==> src/rtl/led7_scan.sv <==
// led7_scan: multiplexed 8-digit 7-segment scanner with a
// one-deep pending buffer that is applied only at frame boundaries.
// Parameter: P_DIV - clock cycles each digit stays lit (2..2^20).
// Ports:
//   i_w_clk, i_w_rst_n (async active-low)
//   i_w_data[31:0]/i_w_valid/o_w_ready - display data handshake
//   i_w_mask[7:0] - per-digit enable (0 = dark)
//   o_w_digit[3:0] - nibble of the lit digit (registered)
//   o_w_an[7:0]    - active-low one-hot anodes (registered)
//   o_w_frame      - one-cycle pulse after digit 7's slot ends
// Macro LED7_SCAN_BLANK_EN: leading-zero blanking (digit 0 never).
module led7_scan #(
  parameter int P_DIV = 100000
) (
  input  logic        i_w_clk,
  input  logic        i_w_rst_n,
  input  logic [31:0] i_w_data,
  input  logic        i_w_valid,
  output logic        o_w_ready,
  input  logic [7:0]  i_w_mask,
  output logic [3:0]  o_w_digit,
  output logic [7:0]  o_w_an,
  output logic        o_w_frame
);

  localparam int W = $clog2(P_DIV);
  localparam logic [W-1:0] C_LAST = W'(P_DIV - 1);

  logic [W-1:0] r_cnt;
  logic [2:0]   r_idx;
  logic [31:0]  r_disp;
  logic [31:0]  r_pend;
  logic         r_full;

  logic         w_tick;
  logic         w_bnd;
  logic         w_acc;
  logic [3:0]   w_nib;
  logic [7:0]   w_blank;
  logic         w_on;
  logic [7:0]   w_an;

  assign w_tick    = (r_cnt == C_LAST);
  assign w_bnd     = w_tick & (r_idx == 3'd7);
  assign w_acc     = i_w_valid & ~r_full;
  assign o_w_ready = ~r_full;

  always_ff @(posedge i_w_clk or negedge i_w_rst_n) begin
    if (!i_w_rst_n) begin
      r_cnt <= '0;
      r_idx <= 3'd0;
    end else if (w_tick) begin
      r_cnt <= '0;
      r_idx <= r_idx + 3'd1;
    end else begin
      r_cnt <= r_cnt + W'(1);
    end
  end

  // A full pending register blocks accepts, so a boundary
  // either drains it or (when empty) may capture new data,
  // which then waits for the next boundary.
  always_ff @(posedge i_w_clk or negedge i_w_rst_n) begin
    if (!i_w_rst_n) begin
      r_disp <= '0;
      r_pend <= '0;
      r_full <= 1'b0;
    end else if (w_bnd && r_full) begin
      r_disp <= r_pend;
      r_full <= 1'b0;
    end else if (w_acc) begin
      r_pend <= i_w_data;
      r_full <= 1'b1;
    end
  end

  assign w_nib = r_disp[{r_idx, 2'b00} +: 4];

`ifdef LED7_SCAN_BLANK_EN
  // Digit k is blank when it and every higher nibble is zero.
  always_comb begin
    w_blank    = '0;
    w_blank[7] = (r_disp[31:28] == 4'd0);
    for (int k = 6; k >= 1; k--) begin
      w_blank[k] = w_blank[k+1] &
                   (r_disp[4*k +: 4] == 4'd0);
    end
  end
`else
  assign w_blank = '0;
`endif

  assign w_on = i_w_mask[r_idx] & ~w_blank[r_idx];
  assign w_an = w_on ? ~(8'd1 << r_idx) : 8'hFF;

  always_ff @(posedge i_w_clk or negedge i_w_rst_n) begin
    if (!i_w_rst_n) begin
      o_w_digit <= 4'd0;
      o_w_an    <= 8'hFF;
      o_w_frame <= 1'b0;
    end else begin
      o_w_digit <= w_nib;
      o_w_an    <= w_an;
      o_w_frame <= w_bnd;
    end
  end

endmodule
==> config.mk <==
export PLATFORM = sky130hd
export DESIGN_NAME = led7_scan
export DESIGN_NICKNAME = d
export VERILOG_FILES = /design/src/rtl/led7_scan.sv
export SDC_FILE = /design/constraint.sdc
export NUM_CORES = 1
export LEC_CHECK = 0
export CORE_ASPECT_RATIO = 1.2
export CORE_MARGIN = 5
export CORE_UTILIZATION = 45
export CTS_CLUSTER_DIAMETER = 150
export DETAILED_ROUTE_END_ITERATION = 7
export PLACE_DENSITY = 0.67
export SYNTH_ARGS = -nofsm -noshare
export SYNTH_HDL_FRONTEND = slang
export SYNTH_SLANG_ARGS = --single-unit
==> constraint.sdc <==
create_clock -name i_w_clk -period 2.7 [get_ports i_w_clk]
set_input_delay 0.675 -clock i_w_clk [delete_from_list [all_inputs] [get_ports i_w_clk]]
set_output_delay 0.675 -clock i_w_clk [all_outputs]
set_load 0.01 [all_outputs]
==> out/qor.csv <==
stage,metric,value,unit
flow_run,Max-Cap Viols,0,
clock_network,number of post-CTS setup repair buffers,0,
clock_network,insertion delay to the later sink of the worst-skew pair,360,ps
logic_synthesis,Cells after Synth,281,
sta,worst rel slew slack,66.8,%
logic_synthesis,Post-Synth XOR/XNOR Area,3.33,%
clock_network,CTS Hold Bufs,0,
layout,multi-input logic area,1630,um^2
logic_synthesis,Async SR Flop Fraction,100,%
route,DR pass1 iterations,4,
layout,Area Growth Syn to Fin,20.5,%
sta,Max Fclk,439,MHz
critical_path,Worst R2R Path Depth,5,
global_routing,initial antenna violation count,0,
layout,register area,2460,um^2
critical_path,Worst EP arrival,2530,ps
logic_synthesis,sequential element share of the synthesized area,58.4,%
power_and_ir_drop,sw frac,22.8,%
floorplanning,initial core utilization,46.4,%
logic_synthesis,mux cell area share after synthesis,25.0,%
sta,final setup margin,423,ps
route,iteration-0 DRC count of the detailed router,74,
logic_synthesis,post-synthesis compound-gate area fraction,0.475,%
min_path,Hold Crit Class,in -> async,
clock_network,Num CTS Buffers,9,
sta,period utilization,84.3,%
critical_path,CP max FO,33,
sta,Clock Skews,10.8,ps
floorplanning,die height,116,um
logic_synthesis,Main synth FF type,dfrtp_1,
logic_synthesis,mapped cell area,4210,um^2
layout,share of cells above drive strength 1,31.0,%
status,outcome,finished clean,
clock_network,Root Buffer,clkbuf_8,
route,vias,2322,
sta,final setup fails,0,
logic_synthesis,largest family of logic cells by synthesized area,multiplexers,
placement,pre-CTS setup slack,446,ps
global_routing,gr ovfl total,0,
logic_synthesis,Mapped Nets,331,
power_and_ir_drop,switching pwr,0.580,mW
clock_network,"Reg clk slew, reported paths",100,ps
power_and_ir_drop,Pleak,2.27,nW
placement,hpwl dp,4.95,mm
sta,RSZ-0062 raised after global routing,no,
power_and_ir_drop,proportion of power drawn by flip-flops and latches,61.2,%
global_routing,vias in the first global route,2530,
route,DRT Wirelength,7.26,mm
placement,Buffers on Ports,56,
clock_network,CTS tree,built,
global_routing,largest net degree at the start of global routing,99,
logic_synthesis,"FF+latch count, synth",98,
logic_synthesis,Mean Syn Cell Area,15.0,um^2
layout,layout net count,393,
power_and_ir_drop,Power Internal,1.96,mW
layout,Util after Layout,55.9,%
power_and_ir_drop,combinational share of power,5.9,%
global_routing,GRT Resource Usage Total,13.8,%
floorplanning,chip width,98.3,um
sta,worst-margin pin slew,498,ps
sta,Slew Limit Fails,0,
route,DR DRC count,0,
power_and_ir_drop,total power,2.54,mW
power_and_ir_drop,clock share of power,32.9,%
logic_synthesis,simple logic cell fraction of the synthesized area,7.66,%
critical_path,kind of critical path,reg -> reg,
critical_path,R2R setup slack,420,ps
logic_synthesis,cell taking the most area after synthesis,dfrtp_1,
layout,ant diodes,0,
sta,final hold vios,0,
logic_synthesis,post-synthesis cell type count,28,
power_and_ir_drop,peak supply drop,0.000289,V
placement,GPL Wtd Cong,0.802,
logic_synthesis,Post-synth EDFFs,0,
critical_path,FF-to-FF Start,r_cnt[12],
clock_network,PostCTS Resize Cnt,0,
power_and_ir_drop,pwr/cell area,500,nW/um^2
logic_synthesis,top cell type's share of synthesized area,53.5,%
global_routing,first-pass GRT wire length,12.4,mm
floorplanning,total die area,11400,um^2
clock_network,Sink Count,98,
floorplanning,floorplan row count,38,
clock_network,clock buffer depth,2,
route,vias per inst,4.96,
floorplanning,Core Box Area,9080,um^2
sta,crit path time final,2280,ps
sta,setup TNS,0,ps
clock_network,H-tree depth,3,
logic_synthesis,post-synthesis adder-cell area fraction,2.08,%
floorplanning,# IOs,57,
sta,WHS,358,ps
route,Final ANT Viol Nets,0,
logic_synthesis,Syn. warnings,0,
critical_path,Startpoint Class,flop,
route,WL/cell,15.5,um
logic_synthesis,top post-synthesis cells by area,"dfrtp_1 53%, mux2_4 10%, mux2_2 9.4%",
critical_path,CP Capture Type,flop,
layout,# fillers,759,
critical_path,Crit Reg-Reg Endpoint,r_disp[31],
critical_path,"Data required, critical path",2950,ps
==> cells in the final DEF (no fill, tap or decap), types with 4 or more instances in the layout <==
cell             count
dfrtp_1             90
clkdlybuf4s50_1     55
mux2_2              35
mux2_4              29
nand2_1             22
nor2_1              16
xnor2_1             13
mux4_2              10
clkbuf_8             9
dfstp_2              8
inv_1                7
ha_1                 7
nand3_1              6
nand4_1              4
clkinv_2             4
buf_4                4
==> power by group through the flow <==
stage               Combinational, mW  Clock (mW)  Sequential, mW
floorplan                      0.0537           0            1.57
global placement                0.150           0            1.58
detailed placement              0.154           0            1.59
CTS                             0.154       0.867            1.56
global route                    0.167       0.922            1.56
finish                          0.150       0.834            1.55
==> final cells by class <==
class	count	share of cell area, %
inverter	7	0.517
tap	120	2.96
multi-input combinational	165	32.1
sequential	98	48.5
clock buffer	9	2.44
clock inverter	7	0.887
timing repair buffer	62	12.6
==> worst max-delay path by stage <==
stage / startpoint / end / slack [ps] / cells after the start
floorplan: r_cnt[8] / r_disp[10] / 450 / 6
global placement: r_cnt[8] / r_disp[0] / 470 / 5
detailed placement: r_cnt[12] / r_disp[0] / 450 / 5
CTS: r_cnt[8] / r_disp[0] / 420 / 5
global route: r_cnt[8] / r_disp[31] / 340 / 5
finish: r_cnt[12] / r_disp[31] / 420 / 5
==> metal layers <==
metal / track usage, % / vias to the layer above / wire length (um)
met2: 22.3 / 49 / 3550
met1: 18.0 / 1171 / 3300
li1: - / 1092 / -
met3: 2.65 / 10 / 292
met5: 0 / - / 0
met4: 6.28 / 0 / 117
==> Yosys cell counts, types with 4 or more instances <==
| library cell | instances |
|---|---|
| dfstp_2 | 8 |
| mux2_2 | 35 |
| nand3_1 | 6 |
| nand4_1 | 4 |
| inv_1 | 7 |
| nand2_1 | 22 |
| mux2_4 | 29 |
| mux4_2 | 10 |
| ha_1 | 7 |
| nor2_1 | 16 |
| dfrtp_1 | 90 |
| xnor2_1 | 13 |
==> per-stage QoR <==
| stage | instance area (um^2) | cells |
|---|---|---|
| 6_report | 5080 | 468 |
| 5_1_grt | 5080 | 468 |
| 2_1_floorplan | 4210 | 281 |
| 3_5_place_dp | 4910 | 452 |
| 4_1_cts | 5080 | 468 |
| 3_3_place_gp | 4910 | 452 |
==> critical path, stage by stage, from the launching register on <==
cell and delay [ps]:
dfrtp_1 420, or4b_1 580, nor4_4 280, and3_2 240, buf_12 240, mux2_2 360
==> registers in the layout (all words and copies together), names as in the netlist <==
register and cells:
o_w_an 8, r_pend 32, r_idx 3, o_w_frame 1, r_full 1, o_w_digit 4, r_disp 32, r_cnt 17
==> cell families (layout without fill, tap and decap cells) <==
logic type                 count (synthesis)  count (layout)
muxes                                     74              74
buffers and inverters                     18              85
and+or+nand+nor                           64              64
DFF                                       98              98
adders and majority gates                  7               7
AOI/OAI and AO/OA                          4               4
xor gates and xnor gates                  16              16
No activity file was read; power rests on OpenSTA's default activity.
